`src/rtl/request_decoder.sv`:
```
// Two-byte request decoder: validates a request code and a sensor address,
// then presents a one-hot device select over a valid/ready handshake.
module request_decoder #(
  parameter int unsigned NUM_DEVICES    = 32,
  parameter logic [7:0]  BASE_ADDRESS   = 8'h20,
  parameter logic [7:0]  MAX_REQUEST    = 8'h07,
  parameter int unsigned TIMEOUT_CYCLES = 1_000_000
) (
  input  logic                   clock,
  input  logic                   reset,
  input  logic                   has_request,
  input  logic [7:0]             received_data,
  input  logic                   request_ready,
  output logic [7:0]             request,
  output logic [NUM_DEVICES-1:0] device_selector,
  output logic                   request_valid,
  output logic                   error_valid,
  output logic [1:0]             error_code,
  output logic                   busy
);

  localparam int unsigned      CNT_W     = $clog2(TIMEOUT_CYCLES);
  // The timeout fires on the edge where the counter would reach TIMEOUT_CYCLES-1.
  localparam logic [CNT_W-1:0] LAST_WAIT = CNT_W'(TIMEOUT_CYCLES - 2);
  localparam logic [8:0]       ADDR_LO   = {1'b0, BASE_ADDRESS};
  localparam logic [8:0]       ADDR_HI   = ADDR_LO + 9'(NUM_DEVICES - 1);

  typedef enum logic [1:0] {
    S_IDLE, S_WAIT_ADDRESS, S_CHECK, S_ISSUE
  } state_t;

  typedef enum logic [1:0] {
    ERR_OVERRUN = 2'b00,
    ERR_ADDRESS = 2'b01,
    ERR_COMMAND = 2'b10,
    ERR_TIMEOUT = 2'b11
  } err_t;

  state_t                 r_state, w_next_state;
  logic [CNT_W-1:0]       r_count;
  logic [7:0]             r_address;
  logic [7:0]             r_request;
  logic [NUM_DEVICES-1:0] r_selector;
  logic                   r_valid;
  logic                   r_error_valid;
  err_t                   r_error_code;

  logic [8:0]             w_offset;
  logic [NUM_DEVICES-1:0] w_onehot;
  logic                   w_addr_bad, w_cmd_bad, w_timeout;
  logic                   w_load_request, w_load_address, w_count_en;
  logic                   w_select_load, w_issue, w_retire, w_error;
  err_t                   w_error_code;

  // Range test in 9 bits so a high base plus many slots cannot wrap past 8'hFF.
  assign w_offset   = {1'b0, r_address} - ADDR_LO;
  assign w_addr_bad = ({1'b0, r_address} < ADDR_LO) || ({1'b0, r_address} > ADDR_HI);
  assign w_cmd_bad  = (r_request > MAX_REQUEST);
  assign w_timeout  = (r_count == LAST_WAIT);

  always_comb begin
    for (int k = 0; k < NUM_DEVICES; k++) begin
      w_onehot[k] = (w_offset == 9'(k));
    end
  end

  // NOTE: non-blocking assignments in clocked blocks so every register samples pre-edge values.
  always_ff @(posedge clock or posedge reset) begin
    if (reset) r_state <= S_IDLE;
    else       r_state <= w_next_state;
  end

  // NOTE: every combinational output gets a default first, otherwise a latch is inferred.
  always_comb begin
    w_next_state = r_state;
    case (r_state)
      S_IDLE:         if (has_request) w_next_state = S_WAIT_ADDRESS;
      S_WAIT_ADDRESS: begin
        if (has_request)    w_next_state = S_CHECK;
        else if (w_timeout) w_next_state = S_IDLE;
      end
      S_CHECK:        w_next_state = (w_addr_bad || w_cmd_bad) ? S_IDLE : S_ISSUE;
      S_ISSUE:        if (request_ready) w_next_state = has_request ? S_WAIT_ADDRESS : S_IDLE;
      default:        w_next_state = S_IDLE;
    endcase
  end

  always_comb begin
    w_load_request = 1'b0;
    w_load_address = 1'b0;
    w_count_en     = 1'b0;
    w_select_load  = 1'b0;
    w_issue        = 1'b0;
    w_retire       = 1'b0;
    w_error        = 1'b0;
    w_error_code   = ERR_OVERRUN;
    case (r_state)
      S_IDLE:         w_load_request = has_request;
      S_WAIT_ADDRESS: begin
        w_load_address = has_request;
        w_count_en     = !has_request && !w_timeout;
        if (!has_request && w_timeout) begin
          w_error      = 1'b1;
          w_error_code = ERR_TIMEOUT;
        end
      end
      S_CHECK: begin
        w_select_load = 1'b1;
        if (w_addr_bad) begin
          w_error      = 1'b1;
          w_error_code = ERR_ADDRESS;
        end else if (w_cmd_bad) begin
          w_error      = 1'b1;
          w_error_code = ERR_COMMAND;
        end else begin
          w_issue = 1'b1;
          // A byte arriving while the command is judged is an overrun.
          w_error = has_request;
        end
      end
      S_ISSUE: begin
        if (request_ready) begin
          w_retire       = 1'b1;
          w_load_request = has_request;
        end else begin
          w_error = has_request;
        end
      end
      default: ;
    endcase
  end

  assign busy = (r_state != S_IDLE);

  always_ff @(posedge clock or posedge reset) begin
    if (reset) begin
      r_count       <= '0;
      r_address     <= '0;
      r_request     <= '0;
      r_selector    <= '0;
      r_valid       <= 1'b0;
      r_error_valid <= 1'b0;
      r_error_code  <= ERR_OVERRUN;
    end else begin
      r_error_valid <= w_error;
      if (w_error) r_error_code <= w_error_code;
      if (w_load_request) begin
        r_request <= received_data;
        r_count   <= '0;
      end else if (w_count_en) begin
        r_count <= r_count + CNT_W'(1);
      end
      if (w_load_address) r_address <= received_data;
      // The selector keeps the sensor enabled after retirement until the next CHECK.
      if (w_select_load) r_selector <= w_issue ? w_onehot : '0;
      if (w_issue)       r_valid <= 1'b1;
      else if (w_retire) r_valid <= 1'b0;
    end
  end

  assign request         = r_request;
  assign device_selector = r_selector;
  assign request_valid   = r_valid;
  assign error_valid     = r_error_valid;
  assign error_code      = r_error_code;

endmodule

```
`config.mk`:
```
export PLATFORM = sky130hd
export DESIGN_NAME = request_decoder
export DESIGN_NICKNAME = d
export VERILOG_FILES = /design/src/rtl/request_decoder.sv
export SDC_FILE = /design/constraint.sdc
export NUM_CORES = 1
export LEC_CHECK = 0
export BUFFER_PORTS_ARGS = -buffer_cell sky130_fd_sc_hd__buf_4
export CORE_AREA = 5 5 114 84
export DETAILED_ROUTE_END_ITERATION = 8
export DIE_AREA = 0 0 119 89
export GPL_ROUTABILITY_DRIVEN = 0
export SLEW_MARGIN = 20
export SYNTH_ARGS = -nofsm -noshare
export SYNTH_HDL_FRONTEND = slang
export SYNTH_SLANG_ARGS = --single-unit
```
`constraint.sdc`:
```
create_clock -name clock -period 3.69 [get_ports clock]
set_input_delay 0 -clock clock [delete_from_list [all_inputs] [get_ports clock]]
set_output_delay 0 -clock clock [all_outputs]
set_load 0.01 [all_outputs]
```
* Word-level counts from Yosys, hierarchy flattened
Cells that the tools add are included. Widths: inputs -> output; s select.
Storage, ports and cells: memory bits (read-only) 0, memories kept 0, memory bits (writable) 0, register bits after elaboration 74, latch bits 0, output and inout bits 45
Operators by class: magnitude comparators 3, divide/modulo/power cells 0, multipliers 0, add/subtract/negate cells 2, reductions and logical operators 12, muxes and demuxes 31, equal/unequal tests 38, shift operators 0, bitwise logic cells 0
Operator list (number):
- $eq 9x5->1 const B | 16
- $eq 9x4->1 const B | 8
- $mux 20 | 2
- $eq 9x3->1 const B | 4
- $mux 32 | 1
- $add 20x1->20 const B | 1
- $eq 20x20->1 const B | 1
- $eq 9x2->1 const B | 2
- $mux 1 | 16
- $mux 2 | 8
- $eq 9x1->1 const B | 1
- $logic_not 9->1 | 1
- $sub 8x6->9 const B | 1
- $gt 8x3->1 const B | 1
- $gt 8x6->1 const B | 1
- $lt 8x6->1 const B | 1
- $pmux 2 s4 | 1
- $reduce_bool 2->1 | 3
- $eq 2x2->1 const B | 2
- $ne 2x2->1 const B | 2
- $pmux 2 s2 | 1
- $ne 3x3->1 const B | 1
- $pmux 1 s3 | 1
- $reduce_and 3->1 | 1
- 6 further kinds | 9

* Longest topological paths before layout
depth after elaboration 6, depth in mapped cells 9, gate-level depth less buffers 8

* Worst setup path after synthesis
Ideal clock, no wire load.
path type reg2reg, start register r_address[5], end register r_selector[15], in the netlist device_selector[15], path slack 1.125 ns, data arrival time 2.470 ns, cell stages (with the launch flop) 8, buffers on the path 0, required time 3.595 ns, cells stage by stage dfrtp_1 inv_1 ha_1 ha_1 or3_2 or4b_4 or4_4 o32ai_2
Between the ends: word-level cells in the longest chain between the ends 5
Ends and longest elaborated chain:
- from (decl) | RTL line 41 | logic [7:0] r_address;
- from (signal assigned) | RTL line 153 | if (w_load_address) r_address <= received_data;
- branches (longest 4 deep; another with $sub 8x6->9)
- $mux 32 (*) | RTL line 155 | if (w_select_load) r_selector <= w_issue ? w_onehot : '0;
- to (signal assigned) | RTL line 155
- to (decl) | RTL line 43 | logic [NUM_DEVICES-1:0] r_selector;
Mark *: on every way between the ends. A chain may end at the register's enable or synchronous reset.

* Final worst setup path
Same ends and word-level chain as after synthesis.

==> run metrics <==
Cell variety after synth=49; Layout area overhead=26.60%; Finished Core Util=0.5301; Yosys reg bits=74; WP data required=3.93 ns; clk_skew=0.005317 ns; clk sinks=74; Post-synth top flop=dfrtp_1; antenna-violating nets left=0; worst ir drop on vdd=0.4038 mV; vias=2739; Worst Tran Pin Value=0.9011 ns; CTS tree=built; vias in the first global route=2821; Met2 Wirelength=3425 microns; CTS resizes=0; relative slew slack=0.3993; share of the clock period used by the worst path=0.7414; leading cell types in the layout, fill and taps excluded=dfrtp_1, buf_4, inv_1; # IOs=57; fraction of registers with async set/reset=1.000; Max Slew Vio Count=0; XOR/XNOR share of the synthesized area=0.02024; DRT iter0 DRCs=183; Overall Global Routing Usage=0.1717; mux cell area share after synthesis=0.03542; CTS Root Buffer Type=clkbuf_16; Post-Route WL=8387 microns; Cell Rows=28; Seq/Total Area, Yosys=0.5349; worst endpoint data arrival time=2.98 ns; core area=8268 sq um; Fillers=764; largest fanout on the critical path=11; kind of start point of the critical path=flip-flop; total negative setup slack=0 ns; CTS max path bufs=2; CTS buffer count=9; Setup Fix Bufs, Post-CTS=0; Simple-Gate Fraction of Synth Area=0.1944; die height=89 microns; clock slew at reported path FFs=0.06 ns; Post-Syn Instances=339; Detailed Place HPWL=6077 microns; min cycle time layout=2.736 ns; commonest non-fill, non-tap cell in the layout=dfrtp_1; main combinational cell family by area after synthesis=simple AND/OR/NAND/NOR gates; HP Class=in -> reg; highest clock rate=365.5 MHz; Syn Std Cell Area=3462 sq um; Hold Vio Cnt, Final=0; CTS H-tree depth=3; CP Class=reg -> reg; DRC=0; drt first pass iters=4; RSZ-0062 raised after global routing=no; Reg area=1852 sq um; crit end category=flip-flop; Die X=119 microns; Post-CTS Hold Fix Bufs=9; port buffer count=56; Clock Latency Late Sink=0.33 ns; final setup fails=0; WL/cell=16.19 microns; EDFF count, synth=0; pin count of the biggest net entering global routing=43; Avg Vias per Cell=5.288; syn avg cell area=10.21 sq um; Die ar.=10590 sq um; Compound-Gate Fraction of Synth Area=0.1120; share of layout cells above drive strength 1=0.2591; starting density of the core=0.4187; Post-Synth Adder-Cell Area=0.03253; footprint of the multi-input gates=1371 sq um; nets=429; Syn. warnings=0; Inserted Diodes=0; first-pass GRT wire length=14350 microns; wire length on met3=620 microns; Pleak=2.009 nW; Cell Pwr Density=636.9 nW/um^2; grt ovf=0; Top Layer Used=met4; routed metal-1 wire length=4270 microns; antenna violations before repair=0; Syn Nets=360; outcome=complete, no violations; max cap viols=0
-- worst paths after layout --
path	startpoint	to	slack [ns]	cells past startpoint
max	r_address[5]$_DFFE_PP0P_	device_selector[15]$_DFFE_PP0P_	0.95	7
min	request_ready	request_valid$_DFFE_PP0P_	0.04	4
max reg2reg	r_address[5]$_DFFE_PP0P_	device_selector[15]$_DFFE_PP0P_	0.95	7
min reg2reg	request[0]$_DFFE_PP0P_	request[0]$_DFFE_PP0P_	0.49	2
max in group asynchronous	reset	device_selector[26]$_DFFE_PP0P_	2.27	4
min in group asynchronous	reset	error_valid$_DFF_PP0_	0.42	3
-- cells by family after synthesis --
group,after synthesis
and+or+nand+nor,122
DFF,74
AOI/OAI and AO/OA,59
buffers and inverters,56
muxes,11
adders and majority gates,9
xor gates and xnor gates,8
-- report_power, final --
group / internal [W] / switching, W
registers: 0.000939 / 0.000140
clock network: 0.000595 / 0.000344
logic: 0.000334 / 0.000439
total: 0.00187 / 0.000923
-- layer usage --
metal  vias up  GRT usage
li1       1324          -
met1      1319     0.2494
met5         -          0
met4         0    0.03785
met2        88     0.2558
met3         8    0.04997
-- critical path: stages, from the launching register on --
cell	delay, ns
dfrtp_1	0.39
inv_1	0.07
ha_1	0.19
ha_1	0.16
or3_2	0.45
or4b_4	0.57
or4_4	0.57
o32ai_2	0.24
-- Yosys cell counts (2+ instances only) --
cell type	n	area [sq um]
a21oi_1	9	45.04
a221o_1	2	20.02
clkbuf_1	6	22.52
clkbuf_8	2	27.53
dfrtp_1	74	1852
ha_1	9	112.6
inv_1	45	168.9
mux2_2	10	112.6
nand2_1	41	153.9
nand2b_1	2	12.51
nand3_1	10	50.05
nand3b_1	2	15.01
nand4_1	6	37.54
nor2_1	13	48.80
nor2b_1	2	12.51
nor3_1	7	35.03
nor3b_1	2	15.01
nor4_1	6	37.54
o211ai_1	2	15.01
o21ai_0	4	20.02
o22ai_1	31	193.9
o31ai_1	4	30.03
or2_2	3	18.77
or2b_2	3	26.28
or3_1	3	18.77
or3_2	5	37.54
or3b_2	2	17.52
or4_1	4	30.03
or4_4	4	45.04
xnor2_1	4	35.03
xor2_1	4	35.03
-- flip-flops by register name, indices dropped and copies added, names as in the netlist --
register and count:
device_selector 32, error_code 2, error_valid 1, r_address 8
r_count 20, r_state 2, request 8, request_valid 1
-- through the flow --
stage               power (W)  setup WS [ns]  hold slack [ns]  cell area, sq um  instances
detailed placement   0.001862         0.9506           0.2107              3974        493
CTS                  0.002821         0.9461          0.02619              4383        518
global route         0.002962         0.8254          0.03402              4383        518
global placement     0.001843          1.008           0.2003              3974        493
finish               0.002792         0.9542          0.04191              4383        518
floorplan            0.001566          1.125           0.1054              3462        339
-- layout make-up --
| class | instances | area share |
|---|---|---|
| tap | 105 | 0.02997 |
| timing repair buffer | 69 | 0.1233 |
| inverter | 45 | 0.03854 |
| sequential | 74 | 0.4225 |
| clock buffer | 10 | 0.05224 |
| clock inverter | 6 | 0.02055 |
| multi-input combinational | 209 | 0.3129 |
(Power assumes the default switching activity.)
